`config.mk`:
```
export PLATFORM = sky130hd
export DESIGN_NAME = mem_access_unit
export DESIGN_NICKNAME = d
export VERILOG_FILES = /design/src/rtl/mau_pkg.sv /design/src/rtl/mau_lane.sv /design/src/rtl/mem_access_unit.sv
export SDC_FILE = /design/constraint.sdc
export NUM_CORES = 1
export LEC_CHECK = 0
export BUFFER_PORTS_ARGS = -buffer_cell sky130_fd_sc_hd__buf_2
export CAP_MARGIN = 25
export CORE_UTILIZATION = 39
export CTS_CLUSTER_DIAMETER = 50
export DETAILED_ROUTE_END_ITERATION = 8
export PLACE_DENSITY = 0.66
export SLEW_MARGIN = 10
export SYNTH_ARGS = -nofsm -noshare
export SYNTH_HDL_FRONTEND = slang
export SYNTH_HIERARCHICAL = 1
export SYNTH_SLANG_ARGS = --single-unit
```
`constraint.sdc`:
```
create_clock -name Clk -period 4 [get_ports Clk]
set_input_delay 0.8 -clock Clk [delete_from_list [all_inputs] [get_ports Clk]]
set_output_delay 0.8 -clock Clk [all_outputs]
set_load 0.005 [all_outputs]
```
`src/rtl/mau_pkg.sv`:
```
// Shared encodings for the load/store sequencer: access size, error cause, FSM state.
package mau_pkg;

  typedef enum logic [1:0] {
    SZ_BYTE = 2'b00,
    SZ_HALF = 2'b01,
    SZ_WORD = 2'b10,
    SZ_ILL  = 2'b11
  } size_e;

  typedef enum logic [1:0] {
    EC_NONE     = 2'b00,
    EC_MISALIGN = 2'b01,
    EC_RANGE    = 2'b10,
    EC_ILLEGAL  = 2'b11
  } cause_e;

  typedef enum logic [2:0] {
    ST_IDLE  = 3'd0,
    ST_READ  = 3'd1,
    ST_MERGE = 3'd2,
    ST_WRITE = 3'd3,
    ST_RESP  = 3'd4
  } state_e;

endpackage

```
`src/rtl/mau_lane.sv`:
```
// Lane extract/extend for loads and lane replace for sub-word stores (little-endian lanes).
module mau_lane
  import mau_pkg::*;
(
  input  logic [31:0] i_word,
  input  logic [1:0]  i_lane,
  input  size_e       i_size,
  input  logic        i_unsigned,
  input  logic [15:0] i_store,
  output logic [31:0] o_load,
  output logic [31:0] o_merged
);

  logic [4:0]  w_shift_b;
  logic [4:0]  w_shift_h;
  logic [31:0] w_byte_src;
  logic [31:0] w_half_src;
  logic [31:0] w_mask;
  logic [31:0] w_ins;

  assign w_shift_b  = {i_lane, 3'b000};
  assign w_shift_h  = {i_lane[1], 4'b0000};
  assign w_byte_src = i_word >> w_shift_b;
  assign w_half_src = i_word >> w_shift_h;

  always_comb begin
    o_load = i_word;
    w_mask = 32'h0;
    w_ins  = 32'h0;
    case (i_size)
      SZ_BYTE: begin
        o_load = i_unsigned ? {24'h0, w_byte_src[7:0]}
                            : {{24{w_byte_src[7]}}, w_byte_src[7:0]};
        w_mask = 32'h0000_00FF << w_shift_b;
        w_ins  = {24'h0, i_store[7:0]} << w_shift_b;
      end
      SZ_HALF: begin
        o_load = i_unsigned ? {16'h0, w_half_src[15:0]}
                            : {{16{w_half_src[15]}}, w_half_src[15:0]};
        w_mask = 32'h0000_FFFF << w_shift_h;
        w_ins  = {16'h0, i_store} << w_shift_h;
      end
      default: begin
        o_load = i_word;
      end
    endcase
    // Word size leaves the mask empty so the merge passes the read word through.
    o_merged = (i_word & ~w_mask) | w_ins;
  end

endmodule

```
`src/rtl/mem_access_unit.sv`:
```
// Load/store sequencer in front of the word-wide data memory; sub-word stores are read-modify-write.
// Optional macro MAU_ALIGN_TRAP_EN: report misaligned half/word accesses instead of force-aligning them.
module mem_access_unit
  import mau_pkg::*;
#(
  parameter int DM_AW = 6
) (
  input  logic        Clk,
  input  logic        Reset,
  input  logic        Req,
  input  logic        MemRead,
  input  logic        MemWrite,
  input  logic [1:0]  Size,
  input  logic        Unsigned,
  input  logic [31:0] Addr,
  input  logic [31:0] StoreData,
  output logic        Busy,
  output logic        Done,
  output logic [31:0] LoadData,
  output logic        Err,
  output logic [1:0]  ErrCause,
  output logic [29:0] DmAd,
  output logic [31:0] DmWrData,
  output logic        DmMemWr,
  input  logic [31:0] DmRdData
);

  // Handshake: Req is sampled only while Busy=0; once accepted, Busy stays high until the
  // single-cycle Done pulse, and LoadData/Err/ErrCause then hold until the next accepted Req.

  state_e      r_state;
  logic        r_is_load;
  size_e       r_size;
  logic        r_unsigned;
  logic [1:0]  r_lane;
  logic [15:0] r_store;
  logic [31:0] r_load_data;
  logic        r_err;
  logic [1:0]  r_err_cause;
  logic [29:0] r_dm_ad;
  logic [31:0] r_dm_wr_data;

  logic        w_illegal;
  logic        w_misalign;
  logic        w_range;
  cause_e      w_cause;
  logic [1:0]  w_lane;
  logic [31:0] w_load;
  logic [31:0] w_merged;

  assign w_illegal = (MemRead == MemWrite) || (Size == SZ_ILL);
  assign w_range   = {1'b0, Addr[31:2]} >= (31'd1 << DM_AW);
`ifdef MAU_ALIGN_TRAP_EN
  assign w_misalign = ((Size == SZ_HALF) && Addr[0]) ||
                      ((Size == SZ_WORD) && (Addr[1:0] != 2'b00));
`else
  assign w_misalign = 1'b0;
`endif

  // Forcing the low address bits is harmless with the trap on: misaligned requests never reach MERGE.
  assign w_lane = (Size == SZ_HALF) ? {Addr[1], 1'b0} :
                  (Size == SZ_WORD) ? 2'b00 : Addr[1:0];

  always_comb begin
    w_cause = EC_NONE;
    if (w_illegal)       w_cause = EC_ILLEGAL;
    else if (w_misalign) w_cause = EC_MISALIGN;
    else if (w_range)    w_cause = EC_RANGE;
  end

  mau_lane u_lane (
    .i_word     (DmRdData),
    .i_lane     (r_lane),
    .i_size     (r_size),
    .i_unsigned (r_unsigned),
    .i_store    (r_store),
    .o_load     (w_load),
    .o_merged   (w_merged)
  );

  always_ff @(posedge Clk or negedge Reset) begin
    if (!Reset) begin
      r_state      <= ST_IDLE;
      r_is_load    <= 1'b0;
      r_size       <= SZ_BYTE;
      r_unsigned   <= 1'b0;
      r_lane       <= 2'b00;
      r_store      <= 16'h0;
      r_load_data  <= 32'h0;
      r_err        <= 1'b0;
      r_err_cause  <= 2'b00;
      r_dm_ad      <= 30'h0;
      r_dm_wr_data <= 32'h0;
    end else begin
      case (r_state)
        ST_IDLE: begin
          if (Req) begin
            r_is_load   <= MemRead;
            r_size      <= size_e'(Size);
            r_unsigned  <= Unsigned;
            r_lane      <= w_lane;
            r_store     <= StoreData[15:0];
            r_load_data <= 32'h0;
            r_err       <= (w_cause != EC_NONE);
            r_err_cause <= w_cause;
            if (w_cause != EC_NONE) begin
              r_state <= ST_RESP;
            end else begin
              r_dm_ad <= Addr[31:2];
              if (!MemRead && (Size == SZ_WORD)) begin
                r_dm_wr_data <= StoreData;
                r_state      <= ST_WRITE;
              end else begin
                r_state <= ST_READ;
              end
            end
          end
        end
        ST_READ:  r_state <= ST_MERGE;
        ST_MERGE: begin
          if (r_is_load) begin
            r_load_data <= w_load;
            r_state     <= ST_RESP;
          end else begin
            r_dm_wr_data <= w_merged;
            r_state      <= ST_WRITE;
          end
        end
        ST_WRITE: r_state <= ST_RESP;
        ST_RESP:  r_state <= ST_IDLE;
        default:  r_state <= ST_IDLE;
      endcase
    end
  end

  assign Busy     = (r_state != ST_IDLE);
  assign Done     = (r_state == ST_RESP);
  assign DmMemWr  = (r_state == ST_WRITE);
  assign LoadData = r_load_data;
  assign Err      = r_err;
  assign ErrCause = r_err_cause;
  assign DmAd     = r_dm_ad;
  assign DmWrData = r_dm_wr_data;

endmodule

```
# Yosys cells after proc, flatten, opt, wreduce, memory -nomap -nowiden
# Index checks and enable logic that the tools add are counted.
# W data, S select, Z words.
[op_classes]
n_lt_le_gt_ge = 1
eq_ne = 14
n_shift = 6
n_mux = 22
bitwise_logic = 4
n_reduce_logical = 12
[op_table]
columns = ["cell", "count"]
rows = [
  ["$pmux W32 S2", 5],
  ["$mux W32", 8],
  ["$and A32 B32 Y32", 1],
  ["$not A32 Y32", 1],
  ["$or A32 B32 Y32", 1],
  ["$shl A16 B5 Y32", 1],
  ["$shl A16 B5 Y32 const A", 1],
  ["$shl A8 B5 Y32", 1],
  ["$shl A8 B5 Y32 const A", 1],
  ["$shr A32 B5 Y16", 1],
  ["$shr A32 B5 Y8", 1],
  ["$ge A30 B7 Y1 const B", 1],
  ["$pmux W3 S4", 1],
  ["$mux W2", 5],
  ["$ne A2 B2 Y1 const B", 5],
  ["$mux W3", 3],
  ["$eq A3 B2 Y1 const B", 2],
  ["$reduce_and A3 Y1", 2],
  ["$reduce_and A5 Y1", 1],
  ["$eq A2 B1 Y1 const B", 2],
  ["$eq A2 B2 Y1 const B", 2],
  ["$reduce_bool A2 Y1", 2],
  ["$eq A3 B1 Y1 const B", 1],
  ["$eq A3 B3 Y1 const B", 1],
  ["9 further kinds", 9],
]
[totals]
regBits = 122
input_bits = 104
out_inout_bits = 100
elab_cells = 70

# Longest topological paths before layout
# Gate-level depths: netlist of run 1.
[depth]
word_depth = 7
mapped_depth = 9

# Modules after synthesis
# Netlist of run 1, hierarchy kept.
[by_module_without_submodules]
columns = ["mod", "instances", "cells_each", "area_each_um2", "seq_area_each_um2"]
rows = [
  ["mem_access_unit", 1, 518, 5477.8, 3027.9],
  ["mau_lane", 1, 202, 1463.9, 0.0],
]

# Least setup slack after synthesis of run 1
# Ideal clock, no wire load.
[synth_path]
path_kind = "input port to flip-flop"
startpoint = "input Req"
endpoint = "register r_dm_wr_data[13] (netlist: DmWrData[13])"
setup_ns = 0.148
t_arrival_ns = 2.398
setup_slack_ns = 1.454
stages = 6
path_buffers = 2
cell_sequence = "or4b_4 buf_6 or4_4 nor3_4 buf_6 o221ai_2"
[synth_via]
elab_chain_cells = 2
[synth_lines]
columns = ["element", "line_no", "rtl"]
rows = [
  ["start: declaration", "mem_access_unit.sv:10", "input logic Req,"],
  ["$ne A2 B2 Y1 (no source line)", "-", ""],
  ["$reduce_and A5 Y1 (no source line)", "-", ""],
  ["end signal: assignment", "mem_access_unit.sv:111", "r_dm_wr_data <= StoreData;"],
  ["end signal: assignment", "mem_access_unit.sv:125", "r_dm_wr_data <= w_merged;"],
  ["end: declaration", "mem_access_unit.sv:41", "logic [31:0] r_dm_wr_data;"],
]
# Every way passes these cells.
# A chain may end at the register's enable or synchronous reset.

# Worst setup path in the final report of run 1
[layout_path]
startpoint = "register r_size[1]"
endpoint = "register r_dm_wr_data[28] (netlist: DmWrData[28])"
[layout_via]
elab_chain_cells = 7
elab_cells_between_ends = 9
cone_classes = "eq/ne: 1; mux: 4; bitwise: 3; reduce/logical: 1"
[layout_lines]
columns = ["element", "line_no", "rtl"]
rows = [
  ["start: declaration", "mem_access_unit.sv:33", "size_e r_size;"],
  ["start signal: assignment", "mem_access_unit.sv:99", "r_size <= size_e'(Size);"],
  ["$eq A2 B1 Y1 or $logic_not A2 Y1 (tied branches)", "mau_lane.sv:30", "case (i_size)"],
  ["$pmux W32 S2", "mau_lane.sv:30", ""],
  ["$not A32 Y32", "mau_lane.sv:48", "o_merged = (i_word & ~w_mask) | w_ins;"],
  ["$and A32 B32 Y32", "mau_lane.sv:48", ""],
  ["$or A32 B32 Y32 (*)", "mau_lane.sv:48", ""],
  ["net w_merged[28]", "mem_access_unit.sv:49", "logic [31:0] w_merged;"],
  ["$mux W32 (*)", "mem_access_unit.sv:121", "if (r_is_load) begin"],
  ["$pmux W32 S2 (*)", "mem_access_unit.sv:95", "case (r_state)"],
]
# Mark *: on every way through the listed nets, which the timed path passes. The rest lies on a longest branch. The select of a mux whose other input is x is not followed.

==> results of run 1 <==
-- synth_stat cells, drive strengths merged, types with 5 or more instances --
master,count,area share
nand2,156,0.084
dfrtp,121,0.44
mux2,75,0.12
o21ai,47,0.034
nor2b,43,0.039
clkbuf,40,0.022
o221ai,39,0.058
nand3,32,0.023
buf,28,0.030
o211ai,16,0.025
a22oi,15,0.018
inv,10,0.0058
nor3,10,0.0088
a31oi,9,0.0081
a221o,8,0.012
a221oi,8,0.010
and3,8,0.0072
nor4,8,0.0081
nor2,7,0.0052
a21oi,5,0.0041
-- layout by cell type (no fill, tap or decap), types with 9 or more instances in the layout --
cell	Yosys	layout
mux2_2	74	74
o221ai_1	29	29
nand3_1	32	32
o211ai_2	10	10
nor2b_1	43	42
a31oi_1	9	9
buf_4	3	10
inv_1	9	9
a22oi_1	14	14
o221ai_2	10	10
nand2_1	156	156
clkbuf_16	0	17
o21ai_0	47	47
buf_2	15	202
dfrtp_1	121	121
-- sequential cells by signal (all words and copies together) (netlist names) --
signal,cells
r_size,2
LoadData,32
Err,1
r_store,16
DmWrData,32
ErrCause,1
r_lane,2
r_unsigned,1
r_is_load,1
DmAd,30
r_state,3
-- logic make-up (layout without fill, tap and decap cells) --
kind of cell	Yosys count	in the layout
mux	77	77
xor+xnor	1	1
other cells	0	3
compound gates	155	155
simple gates	287	287
buf+inv	79	258
flops	121	121
-- per-layer routing --
metal / wire, um / vias up / share of wire
met2: 10050 / 284 / 0.47
met5: 22 / - / 0.0010
met4: 457 / 4 / 0.021
met1: 9283 / 3018 / 0.43
li1: - / 2929 / -
met3: 1786 / 30 / 0.083
-- worst paths after layout --
path | endpoint | slack [ps]
worst max-delay path | DmWrData[28]$_DFFE_PN0P_ | 1080
worst min-delay path | DmWrData[10]$_DFFE_PN0P_ | 490
worst max register to register | DmWrData[28]$_DFFE_PN0P_ | 1080
worst min register to register | DmAd[26]$_DFFE_PN0P_ | 490
max in group asynchronous | LoadData[7]$_DFFE_PN0P_ | 2720
min in group Clk | DmAd[26]$_DFFE_PN0P_ | 490
-- stage by stage --
stage	utilization	total power [mW]	worst slack, ps	hold WS, ps	area (um2)
after detailed placement	0.4622	1.855	1041	463.9	8021
after CTS	0.4971	3.447	1157	488.1	8628
after floorplan	-	1.676	1454	444.6	6942
after global placement	0.4606	1.852	1070	457.7	7994
final	0.4987	3.432	1082	485.4	8656
after global routing	0.4986	3.565	945.3	511.6	8653
-- cell type report --
| type | instances | area [um2] |
|---|---|---|
| tap | 225 | 281.5 |
| clock buffer | 21 | 460.4 |
| clock inverter | 11 | 146.4 |
| antenna | 3 | 7.507 |
| timing repair buffer | 215 | 1154 |
| multi-input combinational | 520 | 3535 |
| inverter | 11 | 43.79 |
| sequential | 121 | 3028 |
| fill | 1625 | 8701 |
-- power by group --
| part | switching [mW] | internal, mW |
|---|---|---|
| Sequential | 0.0745 | 1.26 |
| Clock | 0.576 | 1.01 |
| Combinational | 0.292 | 0.220 |
-- worst max-delay path, cell delays in order (launching register included) --
cell and delay [ps]:
dfrtp_1 710, nor3b_2 870, a21oi_2 260, a221o_1 400, mux2_2 310, nand3_1 90
o221ai_1 110
==> results.toml, run 1 <==
[power]
vdd_drop_max_uv = 288.1
leakage_nw = 4.014
p_per_area_mw_per_mm2 = 396.5

[drt]
vias_per_cell = 5.559
drc = 0
drtAntennaViolNets = 0
dr.pass1.iters = 5
drt_iter0_drc = 516
wl_per_cell_um = 19.16
routed_wirelength_um = 21590
vias = 6265

[timing]
relSlewSlack = 0.4109
slew_viol_final = 0
tightestPinTransition_ps = 879.8
setup_viol = 0
hold_viol_final = 0
fmax_mhz = 342.7
finClkSkew_ps = 7.428
rsz0062_at_grt = "no"
finalCritPeriodShare = 0.7296
period_needed_ps = 2918
tns_ps = 0

[finish]
drive_above_1_share = 0.4004
final_cell_count_no_fill = 1127
area_growth_pct = 24.69
fin_nets = 990

[global_route]
grt.met2_usage = 0.3689
use_met1 = 0.3298
antenna_found_initial = 6
grt_util_met3 = 0.06547
grt_usage = 0.2423
gr-max-usage-layer = "met2"
grt_pass1_vias = 5951
grt_remaining_overflow = 0
grt_pass1_wl_um = 33400
grt_start_max_net_pins = 65

[clock_tree]
clkTransAtPathRegs_ps = 60
cts-root-buf = "clkbuf_16"
cts_resized = 0
clock-sinks = 121
cts_buffers = 17
hold_buffers = 0
clock_latency_ps = 420
postCtsSetupRepairBufs = 0
htreeDepth = 4
max-clock-path-buffers = 2
cts_tree = "done"

[synthesis]
synth-compound-area-share = 0.1777
synth-edff-count = 0
synth_xor_area_frac = 0.001262
yosysSeqAreaShare = 0.4362
async_flop_share = 1.000
yosysUniqueCellTypes = 54
syn_area_mm2 = 0.006942
ys_seq_elements = 121
synthAdderAreaFrac = 0
synthFlopType = "dfrtp_1"
synthMuxAreaShare = 0.1245
synth_top_family_by_area = "simple AND/OR/NAND/NOR gates"
synthCells = 720
synth_simple_gate_area_share = 0.2021
syn_avg_cell_area_um2 = 9.641
yosysWarnings = 6
syn-num-nets = 824

[placed_design]
dp_cells = 1091
place.gp.congestion = 0.8735
portBuffers = 203
dp_hpwl_um = 15400

[setup_path]
critical_path.startpoint = "r_size[1]$_DFFE_PN0P_"
cp_max_fo = 25
r2r_start = "r_size[1]$_DFFE_PN0P_"
startpoint_type = "flip-flop"
rr_worst_depth = 6
cp-end-kind = "flip-flop"
crit_arrival_ps = 3180
path_class = "flip-flop to flip-flop"
critPathRequiredTime_ps = 4260

[floorplanning]
initial_core_util = 0.3999
core_mm2 = 0.01736
die_height_um = 135.4
dieArea_mm2 = 0.01834
pin_count = 204
die_w_um = 135.4
fp-row-count = 48

[job]
drv_cap = 0

[min_path]
hold_class = "primary input to asynchronous set/reset pin"

[status]
outcome = "finished clean"
No activity file was read; power rests on OpenSTA's default activity.
==> run 2: changes to the inputs <==
--- a/config.mk
+++ b/config.mk
@@ -10,7 +10,7 @@
 export CORE_UTILIZATION = 39
 export CTS_CLUSTER_DIAMETER = 50
 export DETAILED_ROUTE_END_ITERATION = 8
-export PLACE_DENSITY = 0.66
+export PLACE_DENSITY = 0.68
 export SLEW_MARGIN = 10
 export SYNTH_ARGS = -nofsm -noshare
 export SYNTH_HDL_FRONTEND = slang
==> constraint.sdc (replaced) <==
create_clock -name Clk -period 2.3 [get_ports Clk]
set_input_delay 0.46 -clock Clk [delete_from_list [all_inputs] [get_ports Clk]]
set_output_delay 0.46 -clock Clk [all_outputs]
set_load 0.005 [all_outputs]
==> run 2 against run 1 <==
Sequential power rose by 71%. Largest power group unchanged. Die area stayed put. Clock power up 67%.
==> results.toml, run 2 (same netlist as run 1, synthesis figures left out) <==
[timing]
setup_viol = 0
tns_ps = 0
whs_ps = 62.86
hold_viol_final = 0
worst_slack_ps = 175.5
finClkSkew_ps = 6.312
relSlewSlack = 0.5592
period_needed_ps = 2124
finalCritPeriodShare = 0.9237
fmax_mhz = 470.7
slew_viol_final = 0
rsz0062_at_grt = "no"
tightestPinTransition_ps = 661.2

[job]
drv_cap = 0

[clock_tree]
max-clock-path-buffers = 2
htreeDepth = 4
clock_latency_ps = 420
hold_buffers = 0
clkTransAtPathRegs_ps = 60
cts_tree = "done"
cts_buffers = 17
clock-sinks = 121
postCtsSetupRepairBufs = 0
cts-root-buf = "clkbuf_16"
cts_resized = 0

[setup_path]
crit_arrival_ps = 2410
cp_max_fo = 32
rr_worst_depth = 5
path_class = "flip-flop to flip-flop"
cp-end-kind = "flip-flop"
startpoint_type = "flip-flop"
critPathRequiredTime_ps = 2580

[finish]
fin_nets = 1012
layout_commonest_cell = "buf_2"
area_growth_pct = 27.40
final_cell_count_no_fill = 1148
layout_common_cells = "202 x buf_2, 156 x nand2_1, 121 x dfrtp_1, 74 x mux2_2, 47 x o21ai_0"
multi_input_area_mm2 = 0.003533
regArea_mm2 = 0.003028
fillers = 1623
fin_util = 0.5095
drive_above_1_share = 0.4159
postLayoutCellArea_mm2 = 0.008843

[global_route]
grt_usage = 0.2419
grt_pass1_vias = 6052
grt_pass1_wl_um = 33580
grt_start_max_net_pins = 65
antenna_found_initial = 1
grt_remaining_overflow = 0

[placed_design]
dp_cells = 1114
dp_hpwl_um = 15570
placed_cell_area_mm2 = 0.008260
portBuffers = 203
pre_cts_ws_ps = 74.52
place.gp.congestion = 0.8690

[power]
vdd_drop_max_uv = 539.2
power_mw = 5.929
leakage_nw = 4.134
p_per_area_mw_per_mm2 = 670.4

[floorplanning]
initial_core_util = 0.3999
fp-row-count = 48
dieArea_mm2 = 0.01834
core_mm2 = 0.01736
die_height_um = 135.4
pin_count = 204
die_w_um = 135.4

[status]
outcome = "finished clean"

[drt]
vias_per_cell = 5.517
routed_wirelength_um = 21430
vias = 6333
drt_iter0_drc = 559
wl_per_cell_um = 18.67
drc = 0
drtAntennaViolNets = 0
dr.pass1.iters = 7

[min_path]
hold_class = "primary input to asynchronous set/reset pin"
[run 2: cell count changes in the layout (fill, tap and decap cells not counted), sizes merged]
cell,delta
inv,+11
bufinv,-2
clkinv,-2
clkbuf,-4
buf,+22
diode,-1
clkinvlp,-3
[run 2: routing by layer]
layer  part of all wire  vias to the layer above  wire, um  GRT usage
li1                   -                     2973         -          -
met4              0.025                        0       544    0.09238
met5                  0                        -         0          0
met1               0.44                     3060      9345     0.3219
met2               0.46                      264      9892     0.3744
met3              0.077                       36      1650    0.06510
[run 2: layout make-up]
type | count | share of cell area
inverter | 11 | 0.004952
tap | 225 | 0.03183
antenna | 2 | 0.0005659
sequential | 121 | 0.3424
clock buffer | 17 | 0.04810
clock inverter | 15 | 0.01726
multi-input combinational | 520 | 0.3995
timing repair buffer | 237 | 0.1553
[run 2: final timing paths]
| path | start | end | slack [ps] |
|---|---|---|---|
| max | r_state[1]$_DFFE_PN0P_ | DmWrData[1]$_DFFE_PN0P_ | 180 |
| min | Reset | LoadData[16]$_DFFE_PN0P_ | 60 |
| max reg2reg | r_state[1]$_DFFE_PN0P_ | DmWrData[1]$_DFFE_PN0P_ | 180 |
| min reg2reg | ErrCause[0]$_DFFE_PN0P_ | ErrCause[0]$_DFFE_PN0P_ | 480 |
| max in group asynchronous | Reset | r_state[0]$_DFFE_PN0P_ | 1620 |
| min in group Clk | Addr[7] | DmAd[5]$_DFFE_PN0P_ | 260 |
[run 2: where the power goes]
group          switching, mW  total [mW]  internal (mW)  leakage, nW
clock network           1.14        2.66           1.53        0.279
logic                  0.570       0.996          0.426         2.39
registers             0.0802        2.27           2.19         1.47
total                   1.79        5.93           4.14         4.13
[run 2: critical path, cell delays in order, from the launching register on]
cell and delay [ps]:
dfrtp_1 370, or4b_4 540, or4_4 440, nor3_4 230, buf_12 230, o221ai_1 160
==> run 3: changes to the inputs <==
--- a/config.mk
+++ b/config.mk
@@ -7,10 +7,12 @@
 export LEC_CHECK = 0
 export BUFFER_PORTS_ARGS = -buffer_cell sky130_fd_sc_hd__buf_2
 export CAP_MARGIN = 25
-export CORE_UTILIZATION = 39
+export CELL_PAD_IN_SITES_DETAIL_PLACEMENT = 1
+export CELL_PAD_IN_SITES_GLOBAL_PLACEMENT = 1
+export CORE_UTILIZATION = 36
 export CTS_CLUSTER_DIAMETER = 50
 export DETAILED_ROUTE_END_ITERATION = 8
-export PLACE_DENSITY = 0.68
+export PLACE_DENSITY = 0.81
 export SLEW_MARGIN = 10
 export SYNTH_ARGS = -nofsm -noshare
 export SYNTH_HDL_FRONTEND = slang
==> constraint.sdc (replaced) <==
create_clock -name Clk -period 1.7 [get_ports Clk]
set_input_delay 0.34 -clock Clk [delete_from_list [all_inputs] [get_ports Clk]]
set_output_delay 0.34 -clock Clk [all_outputs]
set_load 0.005 [all_outputs]
==> run 3 against run 2 <==
Largest power group unchanged. Critical path type unchanged. Clock power increased by 44%. The run now ends with negative setup slack left. Total power grew 53%. Sequential cell count stayed put. Critical endpoint is now DmWrData[6]$_DFFE_PN0P_. Critical path depth grew 3.
==> results.toml, run 3 (same netlist as run 1, synthesis figures left out) <==
[setup_path]
crit_path_cell_trace = "buf_4, nor2_2, nand2b_1, buf_4, mux2_1, mux2_2, nand3_1, o221ai_1"
path_class = "flip-flop to flip-flop"
reg2reg_to = "DmWrData[6]$_DFFE_PN0P_"
r2r_start = "r_size[1]$_DFFE_PN0P_"
cp-endpoint = "DmWrData[6]$_DFFE_PN0P_"
crit_top_cell = "buf_4"
critPathRequiredTime_ps = 1990
cp-end-kind = "flip-flop"
ff2ff_setup_slack_ps = -500
crit_arrival_ps = 2490
slowest_stage = "dfrtp_2"
critical_path.startpoint = "r_size[1]$_DFFE_PN0P_"
cpPeakStageDelay_ps = 470
startpoint_type = "flip-flop"
rr_worst_depth = 8
cp_max_fo = 7

[global_route]
grt_usage = 0.3350
antenna_found_initial = 1
grt_start_max_net_pins = 45
grt_remaining_overflow = 0
grt_pass1_vias = 8135
grt_pass1_wl_um = 49420

[timing]
tns_ps = -37610
rsz0062_at_grt = "yes"
relSlewSlack = 0.6856
setup_viol = 121
worst_slack_ps = -503.4
tightestPinTransition_ps = 471.6
hold_viol_final = 0
period_needed_ps = 2203
finalCritPeriodShare = 1.296
fmax_mhz = 453.8
finClkSkew_ps = 9.744
slew_viol_final = 0

[min_path]
hold_class = "primary input to flip-flop"
hp-start = "Addr[4]"

[finish]
fillers = 2037
postLayoutCellArea_mm2 = 0.01098
regArea_mm2 = 0.003030
layout_common_cells = "202 x buf_2, 119 x dfrtp_1, 111 x nand2_1, 66 x mux2_2, 61 x buf_4"
area_growth_pct = 58.20
multi_input_area_mm2 = 0.004183
drive_above_1_share = 0.5836
layout_commonest_cell = "buf_2"
fin_nets = 1114

[power]
pwr-share-comb = 0.240
switching_power_mw = 3.040
p_per_area_mw_per_mm2 = 827.0
internal-power_mw = 6.043
p_sw_frac = 0.3347
seqPwrFrac = 0.340
p_clk_frac = 0.420
leakage_nw = 5.198
vdd_drop_max_uv = 745.4

[job]
drv_cap = 0

[status]
failed_checks = "negative setup slack"
outcome = "finished with violations"

[drt]
dr.pass1.iters = 5
vias = 7745
drc = 0
drtAntennaViolNets = 0
vias_per_cell = 6.032
routed_wirelength_um = 35470
drt_iter0_drc = 717
wl_per_cell_um = 27.63

[floorplanning]
die_w_um = 140.9
initial_core_util = 0.3686
fp-row-count = 50
dieArea_mm2 = 0.01984
core_mm2 = 0.01883
die_height_um = 140.9
pin_count = 204

[clock_tree]
max-clock-path-buffers = 2
cts_buffers = 17
clkTransAtPathRegs_ps = 70
cts_tree = "done"
cts-root-buf = "clkbuf_16"
htreeDepth = 4
clock-sinks = 121
clock_latency_ps = 440

[placed_design]
placed_cell_area_mm2 = 0.008685
pre_cts_ws_ps = -403.4
dp_hpwl_um = 19080
place.gp.congestion = 0.9131
portBuffers = 203
## run 3: cell types whose count changed in the layout (fill, tap and decap cells not counted), sizes merged
cell and change:
or4 +1, diode -1, clkinvlp -2, dlygate4sd3 +1, buf +94, clkinv +2
bufbuf +2, clkbuf +4
## run 3: stage by stage
step	total power [mW]	util	hold WS (ps)	instances
after global routing	9.271	0.5831	127.5	1283
after floorplan	3.946	-	44.41	720
after detailed placement	4.642	0.4612	316.6	1188
final	9.082	0.5832	136.1	1284
after global placement	4.604	0.4612	304.5	1188
after CTS	8.669	0.5480	119.2	1268
## run 3: what timing repair did
item | 4_1_cts | 5_1_grt
endpoints found under the hold margin | 26 | 0
setup endpoints to repair | 117 | 121
hold buffers | 1 | 0
cloned | 19 | 4
gates resized for setup | 94 | 163
pin swaps | 15 | 42
buffers inserted | 28 | 22
## run 3: power by group through the flow
stage                     Sequential (mW)  Combinational [mW]  Clock [mW]
after floorplan                      3.06               0.883           0
after global placement               3.10                1.51           0
after detailed placement             3.10                1.54           0
after CTS                            3.06                1.84        3.77
after global routing                 3.09                2.24        3.95
final                                3.08                2.18        3.82
## run 3: worst max-delay path, delay by kind of cell, from the launching register on
kind                   cells  cell delay [ps]
and+or+nand+nor            3              430
muxes                      2              650
buffers and inverters      2              360
DFF                        1              470
AOI/OAI and AO/OA          1              140
## run 3: worst min path at each step
stage,depth (start not counted),slack [ps],to
6_report,2,140,DmAd[2]$_DFFE_PN0P_
5_1_grt,2,130,DmAd[0]$_DFFE_PN0P_
4_1_cts,2,120,DmAd[5]$_DFFE_PN0P_
3_5_place_dp,1,320,DmWrData[27]$_DFFE_PN0P_
3_3_place_gp,1,300,DmWrData[27]$_DFFE_PN0P_
2_1_floorplan,0,40,DmAd[0]$_DFFE_PN0P_
## run 3: layout make-up
cell class | count | share of cell area
well taps | 260 | 0.02962
clock inverters | 15 | 0.01550
inverters | 11 | 0.003988
clock buffers | 17 | 0.03874
flip-flops and latches | 121 | 0.2759
repair buffers | 338 | 0.2551
multi-input cells | 521 | 0.3809
diodes | 1 | 0.0002279
## run 3: per-layer routing
layer  track usage  vias to the layer above  wire (um)
met4        0.1836                        0       2352
met5             0                        -          0
met1        0.3952                     3916      13150
li1              -                     3189          -
met3       0.07405                      164       2792
met2        0.5679                      476      17180
